<file path="src/rtl/bcd_cnt_pkg.sv">
// Shared constants and helpers for the BCD decade counter.
// Provides the digit width, the BCD digit maximum, the binary shadow width,
// a per-digit validity check and a BCD-to-binary conversion used on load.
package bcd_cnt_pkg;

  localparam int unsigned BCD_W      = 4;
  localparam logic [3:0]  BCD_MAX    = 4'd9;
  localparam int unsigned BIN_W      = 32;
  localparam int unsigned MAX_DIGITS = 8;

  // True when a nibble holds a legal decimal digit.
  function automatic logic bcd_digit_valid(input logic [BCD_W-1:0] d);
    return (d <= BCD_MAX);
  endfunction

  // Converts the low n digits of a packed BCD word to binary.
  function automatic logic [BIN_W-1:0] bcd_to_bin(input logic [BIN_W-1:0] v,
                                                  input int unsigned    n);
    logic [BIN_W-1:0] acc;
    acc = '0;
    for (int i = int'(MAX_DIGITS) - 1; i >= 0; i--) begin
      if (i < int'(n)) begin
        acc = (acc * BIN_W'(10)) + BIN_W'(v[i*BCD_W +: BCD_W]);
      end
    end
    return acc;
  endfunction

  // 10**n, used for the all-9s binary value.
  function automatic logic [BIN_W-1:0] pow10(input int unsigned n);
    logic [BIN_W-1:0] p;
    p = BIN_W'(1);
    for (int unsigned i = 0; i < n; i++) begin
      p = p * BIN_W'(10);
    end
    return p;
  endfunction

endpackage

</file>
<file path="src/rtl/bcd_digit.sv">
// One BCD digit cell of the decade counter.
// Ports: clk, rst_n (async active-low), step_in (advance this digit),
// up (direction), clr (sync clear), ld/ld_digit (sync load),
// digit (registered value), is_max/is_zero (decodes of the digit register).
module bcd_digit
  import bcd_cnt_pkg::*;
(
  input  logic             clk,
  input  logic             rst_n,
  input  logic             step_in,
  input  logic             up,
  input  logic             clr,
  input  logic             ld,
  input  logic [BCD_W-1:0] ld_digit,
  output logic [BCD_W-1:0] digit,
  output logic             is_max,
  output logic             is_zero
);

  assign is_max  = (digit == BCD_MAX);
  assign is_zero = (digit == '0);

  // Clear beats load beats step; stepping past 9/0 rolls the digit over.
  always_ff @(posedge clk or negedge rst_n) begin
    if (!rst_n) begin
      digit <= '0;
    end else if (clr) begin
      digit <= '0;
    end else if (ld) begin
      digit <= ld_digit;
    end else if (step_in) begin
      if (up) begin
        digit <= is_max ? '0 : digit + BCD_W'(1);
      end else begin
        digit <= is_zero ? BCD_MAX : digit - BCD_W'(1);
      end
    end
  end

endmodule

</file>
<file path="src/rtl/bcd_decade_counter.sv">
// Multi-digit BCD up/down counter with sync clear/load, wrap-or-saturate
// terminal handling, sticky ovf/unf flags and an optional binary shadow.
// Ports: clk, rst_n (async active-low), en, up, clr, ld, ld_val, clr_flags;
// outputs count, count_bin, carry, ovf, unf, ld_err (all registered).
// Build option: BCD_CNT_BIN_SHADOW_EN builds the binary shadow register;
// without it count_bin is tied to 0.
module bcd_decade_counter
  import bcd_cnt_pkg::*;
#(
  parameter int unsigned DIGITS = 4,
  parameter bit          WRAP   = 1'b1
) (
  input  logic                    clk,
  input  logic                    rst_n,
  input  logic                    en,
  input  logic                    up,
  input  logic                    clr,
  input  logic                    ld,
  input  logic [BCD_W*DIGITS-1:0] ld_val,
  input  logic                    clr_flags,
  output logic [BCD_W*DIGITS-1:0] count,
  output logic [BIN_W-1:0]        count_bin,
  output logic                    carry,
  output logic                    ovf,
  output logic                    unf,
  output logic                    ld_err
);

  logic [DIGITS-1:0] is_max;
  logic [DIGITS-1:0] is_zero;
  logic [DIGITS-1:0] max_mask;
  logic [DIGITS-1:0] zero_mask;
  logic [DIGITS-1:0] step;
  logic              ld_valid;
  logic              act_ld;
  logic              act_en;
  logic              ld_ok;
  logic              term_up;
  logic              term_dn;
  logic              hold;

  // Every nibble of the load word must be a decimal digit.
  always_comb begin
    ld_valid = 1'b1;
    for (int unsigned i = 0; i < DIGITS; i++) begin
      if (!bcd_digit_valid(ld_val[i*BCD_W +: BCD_W])) begin
        ld_valid = 1'b0;
      end
    end
  end

  assign act_ld  = !clr && ld;
  assign act_en  = !clr && !ld && en;
  assign ld_ok   = act_ld && ld_valid;
  assign term_up = act_en && up  && (&is_max);
  assign term_dn = act_en && !up && (&is_zero);
  assign hold    = (term_up || term_dn) && !WRAP;

  genvar g;
  generate
    for (g = 0; g < DIGITS; g++) begin : g_digit
      // Each digit gets its own flat AND over the digits below it, so the
      // enable depth is one reduction rather than a digit-to-digit ripple.
      localparam logic [DIGITS-1:0] LOWER = {DIGITS{1'b1}} >> (DIGITS - g);

      assign max_mask[g]  = &(is_max  | ~LOWER);
      assign zero_mask[g] = &(is_zero | ~LOWER);
      assign step[g]      = act_en && !hold && (up ? max_mask[g] : zero_mask[g]);

      bcd_digit u_digit (
        .clk      (clk),
        .rst_n    (rst_n),
        .step_in  (step[g]),
        .up       (up),
        .clr      (clr),
        .ld       (ld_ok),
        .ld_digit (ld_val[g*BCD_W +: BCD_W]),
        .digit    (count[g*BCD_W +: BCD_W]),
        .is_max   (is_max[g]),
        .is_zero  (is_zero[g])
      );
    end
  endgenerate

  // Event pulses and sticky flags; a new terminal event beats clr_flags.
  always_ff @(posedge clk or negedge rst_n) begin
    if (!rst_n) begin
      carry  <= 1'b0;
      ld_err <= 1'b0;
      ovf    <= 1'b0;
      unf    <= 1'b0;
    end else begin
      carry  <= term_up || term_dn;
      ld_err <= act_ld && !ld_valid;
      if (term_up) begin
        ovf <= 1'b1;
      end else if (clr_flags) begin
        ovf <= 1'b0;
      end
      if (term_dn) begin
        unf <= 1'b1;
      end else if (clr_flags) begin
        unf <= 1'b0;
      end
    end
  end

`ifdef BCD_CNT_BIN_SHADOW_EN
  localparam logic [BIN_W-1:0] MAX_BIN = pow10(DIGITS) - BIN_W'(1);

  logic [BIN_W-1:0] bin_q;

  // Binary shadow follows the BCD register step for step.
  always_ff @(posedge clk or negedge rst_n) begin
    if (!rst_n) begin
      bin_q <= '0;
    end else if (clr) begin
      bin_q <= '0;
    end else if (ld_ok) begin
      bin_q <= bcd_to_bin(BIN_W'(ld_val), DIGITS);
    end else if (act_en && !hold) begin
      if (term_up) begin
        bin_q <= '0;
      end else if (term_dn) begin
        bin_q <= MAX_BIN;
      end else if (up) begin
        bin_q <= bin_q + BIN_W'(1);
      end else begin
        bin_q <= bin_q - BIN_W'(1);
      end
    end
  end

  assign count_bin = bin_q;
`else
  assign count_bin = '0;
`endif

endmodule

</file>
<file path="config.mk">
export PLATFORM = sky130hd
export DESIGN_NAME = bcd_decade_counter
export DESIGN_NICKNAME = d
export VERILOG_FILES = /design/src/rtl/bcd_cnt_pkg.sv /design/src/rtl/bcd_digit.sv /design/src/rtl/bcd_decade_counter.sv
export SDC_FILE = /design/constraint.sdc
export NUM_CORES = 1
export LEC_CHECK = 0
export BUFFER_PORTS_ARGS = -buffer_cell sky130_fd_sc_hd__buf_2
export CELL_PAD_IN_SITES_DETAIL_PLACEMENT = 2
export CELL_PAD_IN_SITES_GLOBAL_PLACEMENT = 2
export CORE_MARGIN = 3
export CORE_UTILIZATION = 28
export DETAILED_ROUTE_END_ITERATION = 7
export PLACE_DENSITY_LB_ADDON = 0.1
export SLEW_MARGIN = 20
export SYNTH_ARGS = -nofsm -noshare
export SYNTH_HDL_FRONTEND = slang
export SYNTH_SLANG_ARGS = --single-unit
</file>
<file path="constraint.sdc">
create_clock -name clk -period 2.5 [get_ports clk]
set_input_delay 0.125 -clock clk [delete_from_list [all_inputs] [get_ports clk]]
set_output_delay 0.125 -clock clk [all_outputs]
set_load 0.01 [all_outputs]
</file>
# Word-level counts from Yosys, hierarchy flattened

Index checks and enable logic that the tools add are counted.

Flip-flop bits (word level): 20
Output and inout bits: 52

Add/subtract/negate cells: 8
Magnitude comparators: 4
Equality and inequality tests: 4
Multiplexer cells: 34
Reduce and logical (&&, ||, !) cells: 33

Operators with widths:

| operator                                          | count |
|---|---|
| two-way mux 4 bit                                 | 24 |
| adder 4 x 1 -> 4 bit (second input constant)      | 4 |
| equality test 4 bit (second input constant)       | 4 |
| <= comparator 4 bit (second input constant)       | 4 |
| logical NOT 4 bit                                 | 4 |
| subtractor 4 x 1 -> 4 bit (second input constant) | 4 |
| logical AND 1 bit                                 | 12 |
| nonzero test 3 bit                                | 4 |
| two-way mux 1 bit                                 | 10 |
| AND reduction 4 bit                               | 2 |
| AND reduction 3 bit                               | 2 |
| logical NOT 1 bit                                 | 4 |
| AND reduction 2 bit                               | 2 |
| nonzero test 2 bit                                | 2 |
| logical OR 1 bit                                  | 1 |

# Logic depth before layout (Yosys ltp)

Word-level depth: 8
Mapped depth: 7
Mapped depth without buffers: 7

# Hierarchy

Synthesis repeated with hierarchy kept, for this count alone.

Cells, all modules: 281
Area total of the unflattened synthesis: 2229.6 um^2

Modules (own cells, without submodules):

| module             | times used | cells an instance | area each (um^2) |
|---|---|---|---|
| bcd_digit          | 4          | 55                | 432.9 |
| bcd_decade_counter | 1          | 61                | 498.0 |

# Worst setup path before layout

Ideal clock, no wire load.

Path kind: flip-flop to flip-flop
Start point: register g_digit[1].u_digit.digit[0]
End point: register g_digit[3].u_digit.digit[3]
Library setup time: 0.122 ns
Arrival time: 1.863 ns
Required time: 2.378 ns
Path slack: 0.515 ns
Stages on the path, launching flop included: 8
Buffers on the path: 0
Period minus slack after synthesis: 1.985 ns
Cells stage by stage: dfrtp_1 -> inv_1 -> ha_1 -> nor2b_1 -> and4bb_1 -> a32o_2 -> or2_1 -> a32o_1

Word-level cells in the longest chain between the ends: 5
Elaborated cells between the ends (all ways): 7

RTL lines:

| item                                                     | line                                               | text |
|---|---|---|
| from (decl)                                              | bcd_digit.sv:15                                    | `output logic [BCD_W-1:0] digit,` |
| from (signal assigned)                                   | bcd_digit.sv:30                                    | `digit <= ld_digit;` |
| from (signal assigned)                                   | bcd_digit.sv:33                                    | `digit <= is_max ? '0 : digit + BCD_W'(1);` |
| from (signal assigned)                                   | bcd_digit.sv:35                                    | `digit <= is_zero ? BCD_MAX : digit - BCD_W'(1);` |
| equality test 4 bit or logical NOT 4 bit (tied branches) | bcd_digit.sv:20, bcd_digit.sv:21                   |  |
| AND reduction 3 bit, on equally long branches            | bcd_decade_counter.sv:66, bcd_decade_counter.sv:67 |  |
| two-way mux 1 bit *                                      | bcd_decade_counter.sv:68                           | `assign step[g] = act_en && !hold && (up ? max_mask[g] : zero_mask[g]);` |
| logical AND 1 bit *                                      | bcd_decade_counter.sv:68                           |  |
| nonzero test 3 bit (no source line) *                    | --                                                 |  |
| to (signal assigned)                                     | bcd_digit.sv:30                                    |  |
| to (signal assigned)                                     | bcd_digit.sv:33                                    |  |
| to (signal assigned)                                     | bcd_digit.sv:35                                    |  |
| to (decl)                                                | bcd_digit.sv:15                                    |  |

Mark *: on every way between the ends. The rest lies on a longest branch, timed or not.
A chain may end at the register's enable or synchronous reset.

# Worst setup path in the final report

Same ends and word-level chain as after synthesis.

==> results.cfg <==
[clock_tree]
clock_latency_ns = 0.27
root_buffer = clkbuf_8
cts_sinks = 20
cts_resized = 0
cts_tree = done
cts_max_level = 1
cts_max_path_buffers = 2
hold_buffers = 1
clk_pin_slew_ns = 0.09
postCtsSetupBuffers = 0
cts_buffers = 3

[worst_setup_path]
ff2ff_path_depth = 7
r2r_slack_ns = 0.32
worstPathMaxFanout = 7
cp_data_required_time_ns = 2.66
crit_path_end_kind = flop
crit_end = g_digit[3].u_digit.digit[3]$_DFFE_PN0P_
r2r_start = g_digit[1].u_digit.digit[0]$_DFFE_PN0P_
reg2reg_to = g_digit[3].u_digit.digit[3]$_DFFE_PN0P_
crit_path_start = g_digit[1].u_digit.digit[0]$_DFFE_PN0P_
startpoint_type = flop
arrival_ns = 2.34
crit_type = flop to flop

[layout]
final_layout_size_suffix_gt1_share_pct = 20.00
area_growth_pct = 11.08
num_antenna_cells = 0
final_nets = 331

[global_routing]
grt_max_degree = 21
track_usage_pct = 15.72
grt_remaining_overflow = 0
antenna_found_initial = 0
grt_pass1_wl_um = 10700
grt_pass1_vias = 1971

[yosys]
yosysUniqueCellTypes = 50
synth_top_family_by_area = compound AO/OA/AOI/OAI gates
synth_largest_area_cell = dfrtp_1
synth_mux_area_share_pct = 6.081
ys.flop_type = dfrtp_1
synth-async-reset-ratio_pct = 100.0
netlist_top_cells_area = dfrtp_1, buf_4, ha_1
ys_ff_latch = 20
ys_seq_area_share_pct = 24.08
synthSimpleGateAreaFrac_pct = 20.53
avgSynthCellArea_sq_um = 8.055
yosysTopAreaCellShare_pct = 24.08
synth.most_common_cell = buf_4
synth_top_cells_by_count = buf_4, nand2_1, dfrtp_1, nor2_1, o21ai_0
syn_area_sq_um = 2078
synthAdderAreaFrac_pct = 7.225
synth_compound_area_share_pct = 22.34
yosys_warnings = 0
synth_xor_area_share_pct = 1.686
synth-edff-count = 0
synthCells = 258

[place]
gp_congestion = 0.7854
hpwl_um = 5055
port_buffers = 42

[route]
vias = 1918
routed_wirelength_um = 6452
post_drt_via_cell_ratio = 4.905
firstDrtPassIters = 4
drt_iter0_drc = 42
final_antenna_net_count = 0
drc_errors = 0
post_drt_wl_per_cell_um = 16.50

[hold_path]
hold_class = primary input to flop
hold_start = clr_flags

[timing]
min_period_ns = 2.175
rsz0062_at_grt = no
tns_ns = 0
relSlewSlack_pct = 63.57
timing.fmax_mhz = 459.7
finalCritPeriodShare_pct = 87.02
finalClockSkew_ns = 0.002497
slew_violations = 0
hold_violations = 0
tightest_slew_ns = 0.5444
finalSetupViolCount = 0

[power_and_ir_drop]
intPower_mw = 0.5903
total_power_mw = 0.9214
power_frac_seq_pct = 40.9
p_per_area_nw_per_um2 = 399.1
power_switching_mw = 0.3311
clock_power_share_pct = 29.1
peakVddDrop_mv = 0.1871
p_comb_share_pct = 30.0
p_leak_nw = 1.091
sw_frac_of_total_pct = 35.93

[die]
die-area_sq_um = 8492
core_sq_um = 6982
initial_utilization_pct = 29.77
die_x_um = 92.15
die_h_um = 92.15
ios = 75
rows = 30

[job]
max_cap_violations = 0

[outcome]
status = finished, final reports clean
-- kinds of logic after synthesis --
| family | Yosys count |
|---|---|
| AO/OA/AOI/OAI | 68 |
| AND/OR/NAND/NOR | 82 |
| multiplexers | 10 |
| other | 1 |
| buffers and inverters | 61 |
| flip-flops | 20 |
| XOR/XNOR | 4 |
| adder cells (fa/ha/maj) | 12 |
-- metal layers --
metal  vias up  GRT usage (%)  wire length, um
li1        917              -                -
met1       945          22.54             3128
met2        51          24.88             2975
met3         5          2.871              304
met4         0          2.599               44
met5         -              0                0
-- flip-flops by register name, summed over array words and instances, names as in the netlist --
signal,flops
carry,1
unf,1
ovf,1
g_digit.u_digit.digit,16
ld_err,1
-- how the worst min path moves through the flow --
stage,to,slack (ns),depth (start not counted)
floorplan,carry$_DFF_PN0_,-0.17,0
global placement,g_digit[2].u_digit.digit[3]$_DFFE_PN0P_,0.15,1
detailed placement,g_digit[2].u_digit.digit[3]$_DFFE_PN0P_,0.14,1
CTS,unf$_DFFE_PN0P_,0.05,2
global route,unf$_DFFE_PN0P_,0.05,2
finish,unf$_DFFE_PN0P_,0.06,2
-- worst max-delay path, stage by stage (launching register included) --
cell      delay (ns)
dfrtp_1         0.42
inv_1           0.20
ha_1            0.25
nor2b_1         0.26
and4bb_1        0.25
a32o_2          0.28
o221ai_1        0.14
a32o_1          0.27
-- cell usage in the layout, fill, tap and decap left out, drive strengths merged, types with 3 or more instances in the layout --
master / synthesis / layout
xnor2: 3 / 3
a21oi: 15 / 15
nand2b: 8 / 8
and3: 3 / 3
ha: 12 / 12
nand3: 6 / 6
a22o: 5 / 5
o31ai: 3 / 3
nor2b: 5 / 5
o21bai: 3 / 3
inv: 16 / 16
conb: 1 / 32
o21ai: 18 / 18
dfrtp: 20 / 20
nor3b: 3 / 3
mux2i: 7 / 7
clkbuf: 7 / 4
or2: 3 / 3
nor2: 19 / 19
buf: 38 / 46
nand2: 24 / 24
a211oi: 7 / 7
a32o: 4 / 4
-- layout make-up --
type                    count  area [sq um]
repair buffers             47         250.2
fillers                   861          4673
well taps                  96         120.1
multi-input cells         208          1323
flip-flops and latches     20         500.5
inverters                  16         60.06
clock buffers               4         55.05
-- power groups by stage --
stage / registers (mW) / clock network [mW] / logic [mW]
final: 0.377 / 0.268 / 0.276
after global routing: 0.383 / 0.297 / 0.314
after CTS: 0.378 / 0.282 / 0.279
after detailed placement: 0.384 / 0 / 0.275
after global placement: 0.383 / 0 / 0.274
after floorplan: 0.372 / 0 / 0.226
-- stage by stage --
step	hold slack, ns	util, %	cell area [sq um]	worst slack, ns	std cells
after global routing	0.05304	33.06	2308	0.1374	391
after detailed placement	0.1427	32.13	2243	0.3164	386
after CTS	0.05292	33.06	2308	0.2982	391
final	0.06089	33.06	2308	0.3246	391
after floorplan	-0.1706	-	2195	0.5151	289
after global placement	0.1505	32.13	2243	0.3710	386
No activity file was read; power rests on OpenSTA's default activity.
